==> src/rtl/alu_operand_stage_pkg.sv <==
// Shared definitions for the ID/EX operand stage: default widths,
// forwarding select encodings and the hard-wired zero register index.
package alu_operand_stage_pkg;

  localparam int DATA_W = 32;
  localparam int REG_W  = 5;
  localparam int FUN_W  = 6;

  // Register 0 always reads as zero, so it is never a forwarding source.
  localparam logic [4:0] REG_ZERO = 5'd0;

  // Operand source chosen by the forwarding mux.
  typedef enum logic [1:0] {
    FWD_REG = 2'd0,
    FWD_MEM = 2'd1,
    FWD_WB  = 2'd2
  } fwd_sel_e;

endpackage

==> src/rtl/alu_operand_stage_fwd_select.sv <==
// One forwarding mux for a single EX source operand: picks the youngest
// in-flight producer (EX/MEM before MEM/WB) or falls back to stored data.
module alu_operand_stage_fwd_select #(
  parameter int DATA_W = alu_operand_stage_pkg::DATA_W,
  parameter int REG_W  = alu_operand_stage_pkg::REG_W
) (
  input  logic [REG_W-1:0]  src,
  input  logic [DATA_W-1:0] data,
  input  logic              mem_reg_write,
  input  logic [REG_W-1:0]  mem_dst,
  input  logic [DATA_W-1:0] mem_result,
  input  logic              wb_reg_write,
  input  logic [REG_W-1:0]  wb_dst,
  input  logic [DATA_W-1:0] wb_result,
  output logic [DATA_W-1:0] fwd_data
);
  import alu_operand_stage_pkg::*;

  logic     mem_hit;
  logic     wb_hit;
  fwd_sel_e sel;

  assign mem_hit = mem_reg_write && (mem_dst != REG_W'(REG_ZERO)) && (mem_dst == src);
  assign wb_hit  = wb_reg_write  && (wb_dst  != REG_W'(REG_ZERO)) && (wb_dst  == src);

  // Priority encode the source: the EX/MEM result is newer than MEM/WB.
  always_comb begin
    sel = FWD_REG;
    if (mem_hit) begin
      sel = FWD_MEM;
    end else if (wb_hit) begin
      sel = FWD_WB;
    end
  end

  // Steer the selected value onto the operand.
  always_comb begin
    case (sel)
      FWD_MEM: fwd_data = mem_result;
      FWD_WB:  fwd_data = wb_result;
      default: fwd_data = data;
    endcase
  end

endmodule

==> src/rtl/alu_operand_stage.sv <==
// ID/EX pipeline register with EX-stage operand forwarding, operand
// selection for the ALU and load-use hazard detection.
module alu_operand_stage #(
  parameter int DATA_W = alu_operand_stage_pkg::DATA_W,
  parameter int REG_W  = alu_operand_stage_pkg::REG_W,
  parameter int FUN_W  = alu_operand_stage_pkg::FUN_W
) (
  input  logic              clk,
  input  logic              reset,
  input  logic              id_valid,
  input  logic [REG_W-1:0]  id_rs,
  input  logic [REG_W-1:0]  id_rt,
  input  logic [REG_W-1:0]  id_dst,
  input  logic [DATA_W-1:0] id_rs_data,
  input  logic [DATA_W-1:0] id_rt_data,
  input  logic [DATA_W-1:0] id_imm,
  input  logic [4:0]        id_shamt,
  input  logic              id_b_imm,
  input  logic              id_a_shamt,
  input  logic [FUN_W-1:0]  id_alufun,
  input  logic              id_sign,
  input  logic              id_mem_read,
  input  logic              id_mem_write,
  input  logic              id_reg_write,
  input  logic              flush,
  input  logic              mem_reg_write,
  input  logic [REG_W-1:0]  mem_dst,
  input  logic [DATA_W-1:0] mem_result,
  input  logic              wb_reg_write,
  input  logic [REG_W-1:0]  wb_dst,
  input  logic [DATA_W-1:0] wb_result,
  output logic              stall,
  output logic [DATA_W-1:0] alu_a,
  output logic [DATA_W-1:0] alu_b,
  output logic [FUN_W-1:0]  alu_fun,
  output logic              alu_sign,
  output logic [DATA_W-1:0] ex_store_data,
  output logic              ex_valid,
  output logic [REG_W-1:0]  ex_dst,
  output logic              ex_reg_write,
  output logic              ex_mem_read,
  output logic              ex_mem_write
);
  import alu_operand_stage_pkg::*;

  // ---- ID side: capture-time decisions ----
  logic              bubble;
  logic              wb_rs_hit;
  logic              wb_rt_hit;
  logic [DATA_W-1:0] rs_data_in;
  logic [DATA_W-1:0] rt_data_in;

  // ---- EX stage (_p1) state ----
  logic              vld_p1;
  logic              reg_write_p1;
  logic              mem_read_p1;
  logic              mem_write_p1;
  logic [REG_W-1:0]  rs_p1;
  logic [REG_W-1:0]  rt_p1;
  logic [REG_W-1:0]  dst_p1;
  logic [DATA_W-1:0] rs_data_p1;
  logic [DATA_W-1:0] rt_data_p1;
  logic [DATA_W-1:0] imm_p1;
  logic [4:0]        shamt_p1;
  logic              b_imm_p1;
  logic              a_shamt_p1;
  logic [FUN_W-1:0]  fun_p1;
  logic              sign_p1;

  logic [DATA_W-1:0] fwd_rs;
  logic [DATA_W-1:0] fwd_rt;

  // A load in EX whose result a valid ID instruction needs cannot be
  // forwarded in time; hold ID and insert a bubble instead.
  assign stall = vld_p1 && mem_read_p1 && (dst_p1 != REG_W'(REG_ZERO)) && id_valid &&
                 ((dst_p1 == id_rs) || (dst_p1 == id_rt));

  // Flush dominates, but either one turns the captured entry into a bubble.
  assign bubble = flush || stall;

  // The register file is read before it is written in the same cycle, so
  // pick up the value being written back while it is still visible.
  assign wb_rs_hit  = wb_reg_write && (wb_dst != REG_W'(REG_ZERO)) && (wb_dst == id_rs);
  assign wb_rt_hit  = wb_reg_write && (wb_dst != REG_W'(REG_ZERO)) && (wb_dst == id_rt);
  assign rs_data_in = wb_rs_hit ? wb_result : id_rs_data;
  assign rt_data_in = wb_rt_hit ? wb_result : id_rt_data;

  // ==== ID -> EX boundary ====
  // Control half of the pipeline register; bubbles clear valid and side effects.
  always_ff @(posedge clk or posedge reset) begin
    if (reset) begin
      vld_p1       <= 1'b0;
      reg_write_p1 <= 1'b0;
      mem_read_p1  <= 1'b0;
      mem_write_p1 <= 1'b0;
    end else begin
      vld_p1       <= id_valid && !bubble;
      reg_write_p1 <= id_valid && !bubble && id_reg_write;
      mem_read_p1  <= id_valid && !bubble && id_mem_read;
      mem_write_p1 <= id_valid && !bubble && id_mem_write;
    end
  end

  // Data half of the pipeline register; captured every edge, meaningless in a bubble.
  always_ff @(posedge clk or posedge reset) begin
    if (reset) begin
      rs_p1      <= '0;
      rt_p1      <= '0;
      dst_p1     <= '0;
      rs_data_p1 <= '0;
      rt_data_p1 <= '0;
      imm_p1     <= '0;
      shamt_p1   <= '0;
      b_imm_p1   <= 1'b0;
      a_shamt_p1 <= 1'b0;
      fun_p1     <= '0;
      sign_p1    <= 1'b0;
    end else begin
      rs_p1      <= id_rs;
      rt_p1      <= id_rt;
      dst_p1     <= id_dst;
      rs_data_p1 <= rs_data_in;
      rt_data_p1 <= rt_data_in;
      imm_p1     <= id_imm;
      shamt_p1   <= id_shamt;
      b_imm_p1   <= id_b_imm;
      a_shamt_p1 <= id_a_shamt;
      fun_p1     <= id_alufun;
      sign_p1    <= id_sign;
    end
  end

  // ==== EX stage: forwarding and operand select ====
  alu_operand_stage_fwd_select #(
    .DATA_W (DATA_W),
    .REG_W  (REG_W)
  ) u_fwd_rs (
    .src           (rs_p1),
    .data          (rs_data_p1),
    .mem_reg_write (mem_reg_write),
    .mem_dst       (mem_dst),
    .mem_result    (mem_result),
    .wb_reg_write  (wb_reg_write),
    .wb_dst        (wb_dst),
    .wb_result     (wb_result),
    .fwd_data      (fwd_rs)
  );

  alu_operand_stage_fwd_select #(
    .DATA_W (DATA_W),
    .REG_W  (REG_W)
  ) u_fwd_rt (
    .src           (rt_p1),
    .data          (rt_data_p1),
    .mem_reg_write (mem_reg_write),
    .mem_dst       (mem_dst),
    .mem_result    (mem_result),
    .wb_reg_write  (wb_reg_write),
    .wb_dst        (wb_dst),
    .wb_result     (wb_result),
    .fwd_data      (fwd_rt)
  );

  assign alu_a         = a_shamt_p1 ? {{(DATA_W-5){1'b0}}, shamt_p1} : fwd_rs;
  assign alu_b         = b_imm_p1 ? imm_p1 : fwd_rt;
  assign ex_store_data = fwd_rt;
  assign alu_fun       = fun_p1;
  assign alu_sign      = sign_p1;
  assign ex_valid      = vld_p1;
  assign ex_dst        = dst_p1;
  assign ex_reg_write  = vld_p1 && reg_write_p1;
  assign ex_mem_read   = vld_p1 && mem_read_p1;
  assign ex_mem_write  = vld_p1 && mem_write_p1;

endmodule

==> config.mk <==
export PLATFORM = sky130hd
export DESIGN_NAME = alu_operand_stage
export DESIGN_NICKNAME = d
export VERILOG_FILES = /design/src/rtl/alu_operand_stage_pkg.sv /design/src/rtl/alu_operand_stage_fwd_select.sv /design/src/rtl/alu_operand_stage.sv
export SDC_FILE = /design/constraint.sdc
export NUM_CORES = 1
export LEC_CHECK = 0
export CORE_AREA = 4 4 123 125
export DETAILED_ROUTE_END_ITERATION = 10
export DIE_AREA = 0 0 127 129
export DONT_BUFFER_PORTS = 1
export PLACE_DENSITY = 0.71
export REMOVE_ABC_BUFFERS = 1
export SLEW_MARGIN = 10
export SYNTH_ARGS = -nofsm -noshare
export SYNTH_HDL_FRONTEND = slang
export SYNTH_SLANG_ARGS = --single-unit
==> constraint.sdc <==
create_clock -name clk -period 4.66 [get_ports clk]
set_input_delay 0.466 -clock clk [delete_from_list [all_inputs] [get_ports clk]]
set_output_delay 0.466 -clock clk [all_outputs]
set_load 0.02 [all_outputs]
==> results of run 1 <==
-- layout by cell type, fill, tap and decap left out, types with 5 or more instances in the layout --
cell type / n
sky130_fd_sc_hd__xnor2_1: 28
sky130_fd_sc_hd__bufinv_16: 5
sky130_fd_sc_hd__or3_1: 24
sky130_fd_sc_hd__o21ai_0: 25
sky130_fd_sc_hd__nor2_1: 50
sky130_fd_sc_hd__a311oi_1: 27
sky130_fd_sc_hd__mux2_2: 86
sky130_fd_sc_hd__buf_4: 74
sky130_fd_sc_hd__a31oi_1: 24
sky130_fd_sc_hd__and3_1: 10
sky130_fd_sc_hd__xor2_1: 11
sky130_fd_sc_hd__clkbuf_16: 17
sky130_fd_sc_hd__a221oi_1: 8
sky130_fd_sc_hd__dfrtp_1: 128
sky130_fd_sc_hd__and2_1: 6
sky130_fd_sc_hd__nand2_1: 70
sky130_fd_sc_hd__o31ai_1: 10
sky130_fd_sc_hd__nor3_1: 25
sky130_fd_sc_hd__clkinv_4: 5
sky130_fd_sc_hd__nand3_1: 8
sky130_fd_sc_hd__inv_1: 29
-- state kept, by name, summed over array words and instances (netlist names), 5 cells and up --
| signal | cells |
|---|---|
| imm_p1 | 32 |
| rs_data_p1 | 32 |
| rt_data_p1 | 32 |
| alu_fun | 6 |
| ex_dst | 5 |
| rs_p1 | 5 |
| rt_p1 | 5 |
| shamt_p1 | 5 |
-- worst register-to-register path, delay by kind of cell (launching register included) --
kind            cells  cell delay, ns
compound gates      2            0.49
simple gates        2            0.74
flops               1            0.49
-- cells in the mapped netlist (all sizes together), types with 23 or more instances --
cell | number | area [um^2]
clkbuf | 30 | 113
buf | 23 | 141
inv | 30 | 113
or3 | 24 | 150
dfrtp | 129 | 3230
mux2 | 88 | 991
a31oi | 24 | 150
a311oi | 27 | 236
o21ai | 25 | 125
nor2 | 50 | 188
nand2 | 70 | 263
xnor2 | 29 | 262
nor3 | 27 | 135
-- per-layer routing --
layer | part of all wire, % | track usage [%] | vias to the layer above
met5 | 0.091 | 0 | -
met4 | 2.7 | 10.2 | 4
met3 | 11 | 9.88 | 54
met2 | 50 | 44.3 | 386
met1 | 36 | 29.7 | 2702
li1 | - | - | 2394
-- layout make-up --
cell class              count  area, um^2  share of cell area [%]
flip-flops and latches    129        3230                    40.6
multi-input cells         445        3150                    39.6
repair buffers             75         566                    7.11
clock buffers              18         439                    5.52
clock inverters            14         228                    2.86
well taps                 180         225                    2.83
inverters                  30         115                    1.45
diodes                      1        2.50                  0.0314
-- worst paths after layout --
check                            endpoint  slack [ns]  cells past startpoint       start
hold reg to reg                  ex_valid        0.93                      2   ex_dst[0]
hold / removal                 imm_p1[17]        0.07                      0  id_imm[17]
max in group asynchronous  rs_data_p1[20]        3.12                      3       reset
setup / recovery                alu_b[20]        0.90                      6    rt_p1[3]
setup reg to reg             reg_write_p1        2.88                      4   ex_dst[1]
min in group asynchronous      imm_p1[17]        0.51                      2       reset
-- power by group through the flow --
| stage | logic (W) | registers (W) | clock network, W |
|---|---|---|---|
| after floorplan | 0.000297 | 0.00123 | 0 |
| after global placement | 0.000422 | 0.00124 | 0 |
| after detailed placement | 0.000429 | 0.00124 | 0 |
| after CTS | 0.000432 | 0.00122 | 0.00153 |
| after global routing | 0.000462 | 0.00123 | 0.00158 |
| final | 0.000430 | 0.00122 | 0.00151 |
-- logic make-up after synthesis --
| logic type | share of synthesized area (%) |
|---|---|
| DFF | 48.0 |
| muxes | 14.7 |
| xor gates and xnor gates | 5.32 |
| buffers and inverters | 5.45 |
| and+or+nand+nor | 14.5 |
| AOI/OAI and AO/OA | 12.0 |
-- per-stage QoR --
| stage | cell area (um^2) | total power (W) | utilization [%] | hold slack [ns] |
|---|---|---|---|---|
| CTS | 7960 | 0.00318 | 57.3 | 0.0557 |
| finish | 7960 | 0.00316 | 57.3 | 0.0717 |
| detailed placement | 7280 | 0.00167 | 52.4 | 0.346 |
| floorplan | 6470 | 0.00153 | - | 0.497 |
| global placement | 7280 | 0.00166 | 52.4 | 0.339 |
| global route | 7960 | 0.00327 | 57.3 | 0.0444 |
-- what timing repair did --
action | CTS | global route
endpoints found under the hold margin | 28 | 0
resized for setup | 0 | 0
hold buffers | 1 | 0
==> flow_results.org, run 1 <==
** Status
- Outcome :: completed

** Clock network
- H-tree Lvls :: 4
- TritonCTS built the clock tree.
- Clk root buf :: sky130_fd_sc_hd__clkbuf_16
- Clock network latency to the later pin of the worst-skew pair :: approximately 0.41 ns
- TritonCTS buffer count :: 17
- Sinks on the clock net :: around 130
- Counting along the longest clock path gives a buffer depth of 2.
- Clock-pin slew was measured on the worst setup and hold paths at approximately 0.07 ns.
- After clock tree synthesis, the setup repair step added 0 buffers.

** Global routing
- The first global-routing pass estimated 32600 um of wire.
- Vias in the first global route :: about 6k
- Overflow left after global routing :: 0
- Number of antenna violations at the first check in global routing :: 3
- Gr usage total :: 26.0%
- Largest net degree at the start of global routing :: 53

** Drt
- In the routed design, unresolved DRC markers number 0.
- Final routed wirelength across all metal layers :: 22000 um
- Number of routed nets with antenna violations :: 0
- Initial drt markers :: 470
- Before antenna repair, the detailed router went through 5 iterations.
- Summing over every cut layer, the via total after detailed routing is between 5k and 6k.
- Avg WL per Cell :: 24.7 um
- After detailed routing, the number of vias per cell comes to approximately 6.2.

** Synth
- Sequential fraction of the synthesis area :: 48.0%
- The cell area that synthesis handed to floorplanning was around 6700 um^2.
- Synthesized instance count :: 657
- Dividing the synthesized area by the synthesized cell count gives 10.2 um^2.
- The most used flip-flop cell after synthesis is sky130_fd_sc_hd__dfrtp_1.
- Cell variety after synth :: 41
- Async set-or-reset flop fraction in the synthesized netlist :: 100%
- Count of state elements after synthesis :: 129
- Count of warnings emitted by yosys :: 0
- In this run, synthesis inferred 0 flip-flops with an integrated enable.

** Floorplan
- Measured along the y axis, the die boundary spans 129 um.
- Placeable Area :: 13900 um^2
- Initial Utilization :: 48.5%
- Number of standard-cell rows in the floorplan :: 43
- Full die area :: about 16000 um^2
- For this design the top-level I/O count stands at 321.
- Floorplan die width :: 127 um

** Timing
- Post-layout worst setup margin :: 0.900 ns
- The worst pin sits at a relative slew slack of 34.1%.
- Static timing analysis puts the maximum clock frequency at 266 MHz.
- At the pin with the least slew margin, the transition time is roughly 0.99 ns.
- The max-slew violation total from the final report came to 0.
- Dividing the final minimum period by the clock period gives 80.7%.
- Setup tns final :: 0 ns
- Unrepaired setup endpoints after global routing :: no
- Worst-case clock skew :: roughly 0.0062 ns
- Setup violations remaining at the end of the flow were counted as 0.
- Final worst path period need :: 3.76 ns
- The final hold violation count came to 0.

** Placement
- Port buffering added 0 buffers.
- Worst Setup Slack post-DPL :: 1.32 ns
- Placed insts :: around 860
- Routability-driven placement finished with a final weighted congestion of 0.914.
- HPWL Detailed :: 16000 um

** Pwr
- Static leakage power :: 3.37 nW
- Power share of the clock group :: 47.7%
- Of the total power, combinational logic draws between 10% and 20%.
- Relative contribution of sequential cells to total power :: between 30% and 40%
- Internal power consumption :: approximately 0.0023 W
- In this run the power density over the cells is 397 nW/um^2.
- In this run switching power makes up 26.5% of total power.
- The worst-case IR drop observed on VDD is between 0.4 and 0.5 mV.
- The analysis attributes to net switching a power of between 0.0008 and 0.0009 W.

** Worst setup path
- The worst setup path is captured at an output pin.
- WS Path Type :: reg2out
- Crit path required time :: 4.19 ns
- Largest driver fanout on the critical path :: 19
- Among all stages on the critical path, the largest delay is contributed by sky130_fd_sc_hd__nor2b_1.
- Stage delay of the slowest cell on the critical path :: 0.83 ns
- STA puts the critical path data arrival time at 3.29 ns.
- The signal on the critical path passes through xnor2_1 -> nand4_1 -> nor2b_1 -> a221oi_1 -> o31ai_1 -> buf_4.
- CP Buf/Inv Count :: 1
- The worst setup path is launched from a flip-flop.
- The kind of cell with the highest combined delay along the critical path is simple AND/OR/NAND/NOR gates.

** Layout
- Fillers :: 1173
- Count of placed standard cells in the final layout, fillers left out :: 892
- Fraction of final layout cells with drive strength greater than 1 :: 29.4%
- The area growth from synthesis to layout is 18.3%.
- Final net count :: 906

** Hold path
- The worst hold path belongs to the class in2reg.

** Run
- The tool flagged a number of max-cap violations equal to 0.
Note: power is estimated with default switching activity, not from simulation.
==> run 2, diff against run 1 <==
--- a/config.mk
+++ b/config.mk
@@ -9,7 +9,7 @@
 export DETAILED_ROUTE_END_ITERATION = 10
 export DIE_AREA = 0 0 127 129
 export DONT_BUFFER_PORTS = 1
-export PLACE_DENSITY = 0.71
+export PLACE_DENSITY = 0.73
 export REMOVE_ABC_BUFFERS = 1
 export SLEW_MARGIN = 10
 export SYNTH_ARGS = -nofsm -noshare
==> constraint.sdc (replaced) <==
create_clock -name clk -period 3.05 [get_ports clk]
set_input_delay 0.305 -clock clk [delete_from_list [all_inputs] [get_ports clk]]
set_output_delay 0.305 -clock clk [all_outputs]
set_load 0.02 [all_outputs]
==> run 2 against run 1 <==
Global-route usage up 2.3 points; largest power group unchanged; critical endpoint is now alu_a[29]; final area grew 9.5%; utilization grew 5.5 points.
==> flow_results.org, run 2 (synthesized netlist as in run 1, its figures left out) <==
** Worst setup path
- CP Buf/Inv Count :: 2
- For the worst flop-to-flop path, the logic depth is 4.
- The endpoint identified for the worst register-to-register timing path is reg_write_p1.
- Stage delay of the slowest cell on the critical path :: 0.68 ns
- Cell Chain, Critical Path :: xnor2_1 -> nand3_1 -> or4_4 -> buf_12 -> a311oi_1 -> buf_4
- Worst Setup Start Kind :: flip-flop
- Of all nets on the critical path, the largest fanout is 36.
- The worst setup path is of the reg2out kind.
- Worst reg2reg startpoint :: ex_dst[1]
- The setup check on the worst reg-to-reg path leaves a slack of 1.22 ns.
- Critical path data arrival time :: 2.62 ns
- Crit path required time :: 2.74 ns
- Type of element capturing the critical path :: output pin
- Slowest stage cell on the critical path :: sky130_fd_sc_hd__or4_4
- The cell family contributing the most delay on the critical path is simple AND/OR/NAND/NOR gates.

** Clock network
- Setup fix buffers added after clock tree synthesis :: 0
- In this run, CTS created clock tree buffers numbering 17.
- The H-tree was split into 4 levels.
- The clock passes through at most 2 buffers.
- Counting every sink on the clock net gives 129.
- In this run the clock root is driven by a sky130_fd_sc_hd__clkbuf_16.
- Reg clk slew, reported paths :: approximately 0.060 ns
- The later pin in the worst-skew pair is clocked with a latency of 0.42 ns.
- TritonCTS built the clock tree.

** Run
- Across the run, the number of max-cap violations was 0.

** Drt
- The detailed router finished its first iteration with 504 violations.
- The pre-antenna-repair detailed-routing pass consisted of 7 iterations.
- In the routed layout, each cell is associated on average with a via count of 6.23.
- The routed layout has approximately 6.0k vias.
- Avg WL per Cell :: 24.4 um
- In this run the remaining antenna-violating nets after routing total 0.
- Final routed wirelength across all metal layers :: 23600 um
- DRC :: 0

** Hold path
- WHS Path Cells :: 1
- The worst hold path belongs to the class in2reg.
- The worst hold path begins at id_mem_write.
- The path with the worst hold slack has its endpoint at mem_write_p1.

** Floorplan
- Full die area :: between 15000 and 20000 um^2
- Placeable Area :: 13900 um^2
- Die span in y :: roughly 130 um
- The initial utilization of the core area, before any placement, comes to 48.5%.
- Number of standard-cell rows in the floorplan :: 43
- Ports :: 321
- The die is 127 um wide.

** Status
- Outcome :: completed

** Layout
- Once layout is done, the placed cells without fillers occupy 8720 um^2.
- Commonest non-fill, non-tap cell in the layout :: sky130_fd_sc_hd__dfrtp_1
- The top cell types in the final layout, fill and taps aside, are 128 x sky130_fd_sc_hd__dfrtp_1, 86 x sky130_fd_sc_hd__mux2_2, 85 x sky130_fd_sc_hd__buf_4.
- At the end of the flow, the number of nets in the layout was 984.
- Fillers :: 1045
- The largest registers in the layout are imm_p1: 32 flops, rs_data_p1: 32 flops, rt_data_p1: 32 flops.
- Layout overhead on the synthesized area :: 29.5%
- Of the cells placed in the final design, the portion with a size suffix greater than 1 is 28.5%.
- The number of antenna diodes in the final layout is 0.

** Timing
- The final hold violation count was 0.
- Final worst path period need :: roughly 2.9 ns
- Headroom to the max-slew limit came out at approximately a third.
- Setup violations remaining at the end of the flow were counted as 0.
- Worst Hold Margin :: 0.0204 ns
- Worst-case clock skew :: between 0.006 and 0.007 ns
- For this run, the top clock speed supported by timing is 342 MHz.
- The final critical path takes up 95.8% of the cycle.
- Setup repair after global routing left no endpoint under its margin.
- Setup tns final :: 0 ns
- The max-slew violation total from the final report was 0.
- Tightest Pin Transition :: between 0.9 and 1 ns

** Pwr
- Switching power total :: roughly 0.0013 W
- Internal power comes to approximately 0.0035 W.
- Power share of the clock group :: 44.7%
- Peak VDD IR :: 0.490 mV
- Pwr Density :: 547 nW/um^2
- Static leakage power :: roughly 3.7 nW
- The completed layout was analyzed and its total power is 0.00477 W.
- Switching part of the total :: 27.3%
- Portion of total power attributed to combinational logic :: approximately 16%
- Relative contribution of sequential cells to total power :: 39.1%

** Global routing
- Global-route wire length before repair :: 35700 um
- For this run the aggregate overflow at the end of global routing stands at 0.
- Global routing used 28.3% of the available tracks.
- The number of global-route vias before repair is 6268.
- The number of antenna violations at the first check in global routing came to 0.
- Entering global routing, the biggest net connects 75 pins.

** Placement
- HPWL Detailed :: 16200 um
- Count of input and output buffers :: 0
- Final GP Congestion :: 0.979
- Cell area after placement :: 7460 um^2
run 2: cell count changes in the layout (fill, tap and decap cells not counted), moves of 3 or more:
cell,delta
sky130_fd_sc_hd__inv_6,+3
sky130_fd_sc_hd__clkinv_4,-3
sky130_fd_sc_hd__buf_4,+11
sky130_fd_sc_hd__buf_12,+5
sky130_fd_sc_hd__dlygate4sd3_1,+62
run 2: worst max-delay path by stage:
stage | to | slack [ns] | depth (start not counted) | start
final | alu_a[29] | 0.13 | 6 | rs_p1[0]
after global routing | alu_a[18] | 0.03 | 8 | rs_p1[1]
after CTS | alu_b[2] | 0.18 | 7 | rt_p1[1]
after detailed placement | alu_a[14] | 0.33 | 7 | mem_dst[0]
after global placement | alu_a[14] | 0.44 | 7 | mem_dst[0]
after floorplan | a_shamt_p1 | -0.70 | 1 | reset
run 2: power groups by stage:
stage	Sequential (W)	Combinational, W	Clock [W]
finish	0.00186	0.000773	0.00213
global route	0.00187	0.000824	0.00226
CTS	0.00186	0.000767	0.00216
detailed placement	0.00189	0.000697	0
global placement	0.00189	0.000682	0
floorplan	0.00188	0.000453	0
run 2: final cells by class:
class | instances | area (um^2) | area share [%]
inverter | 30 | 118 | 1.35
timing repair buffer | 153 | 1370 | 15.7
sequential | 129 | 3230 | 37.0
multi-input combinational | 445 | 3160 | 36.2
clock inverter | 13 | 174 | 2.00
tap | 180 | 225 | 2.58
clock buffer | 19 | 443 | 5.08
run 2: layer usage:
layer,global-route usage [%],share of wire [%],vias up,routed length [um]
li1,-,-,2555,-
met1,33.4,35,2964,8370
met2,48.2,51,453,12100
met3,10.1,11,64,2540
met4,9.27,2.6,0,606
met5,0,0,-,0
run 2: worst register-to-register path: stages (launching register included):
cell	delay, ns
sky130_fd_sc_hd__dfrtp_1	0.50
sky130_fd_sc_hd__or4_1	0.57
sky130_fd_sc_hd__o21a_1	0.20
sky130_fd_sc_hd__a21oi_1	0.30
sky130_fd_sc_hd__and2_1	0.20
run 2: timing repair:
action | 4_1_cts | 5_1_grt
endpoints found under the hold margin | 135 | 0
hold buffers | 63 | 0
endpoints found under the setup margin | 17 | 1
gates resized for setup | 1 | 1
run 2: stage by stage:
step                std cells  setup WS, ns  utilization, %
finish                    969         0.127            62.8
global route              969        0.0250            62.8
CTS                       969         0.175            62.8
detailed placement        874         0.333            53.8
global placement          874         0.445            53.8
floorplan                 604        -0.696               -
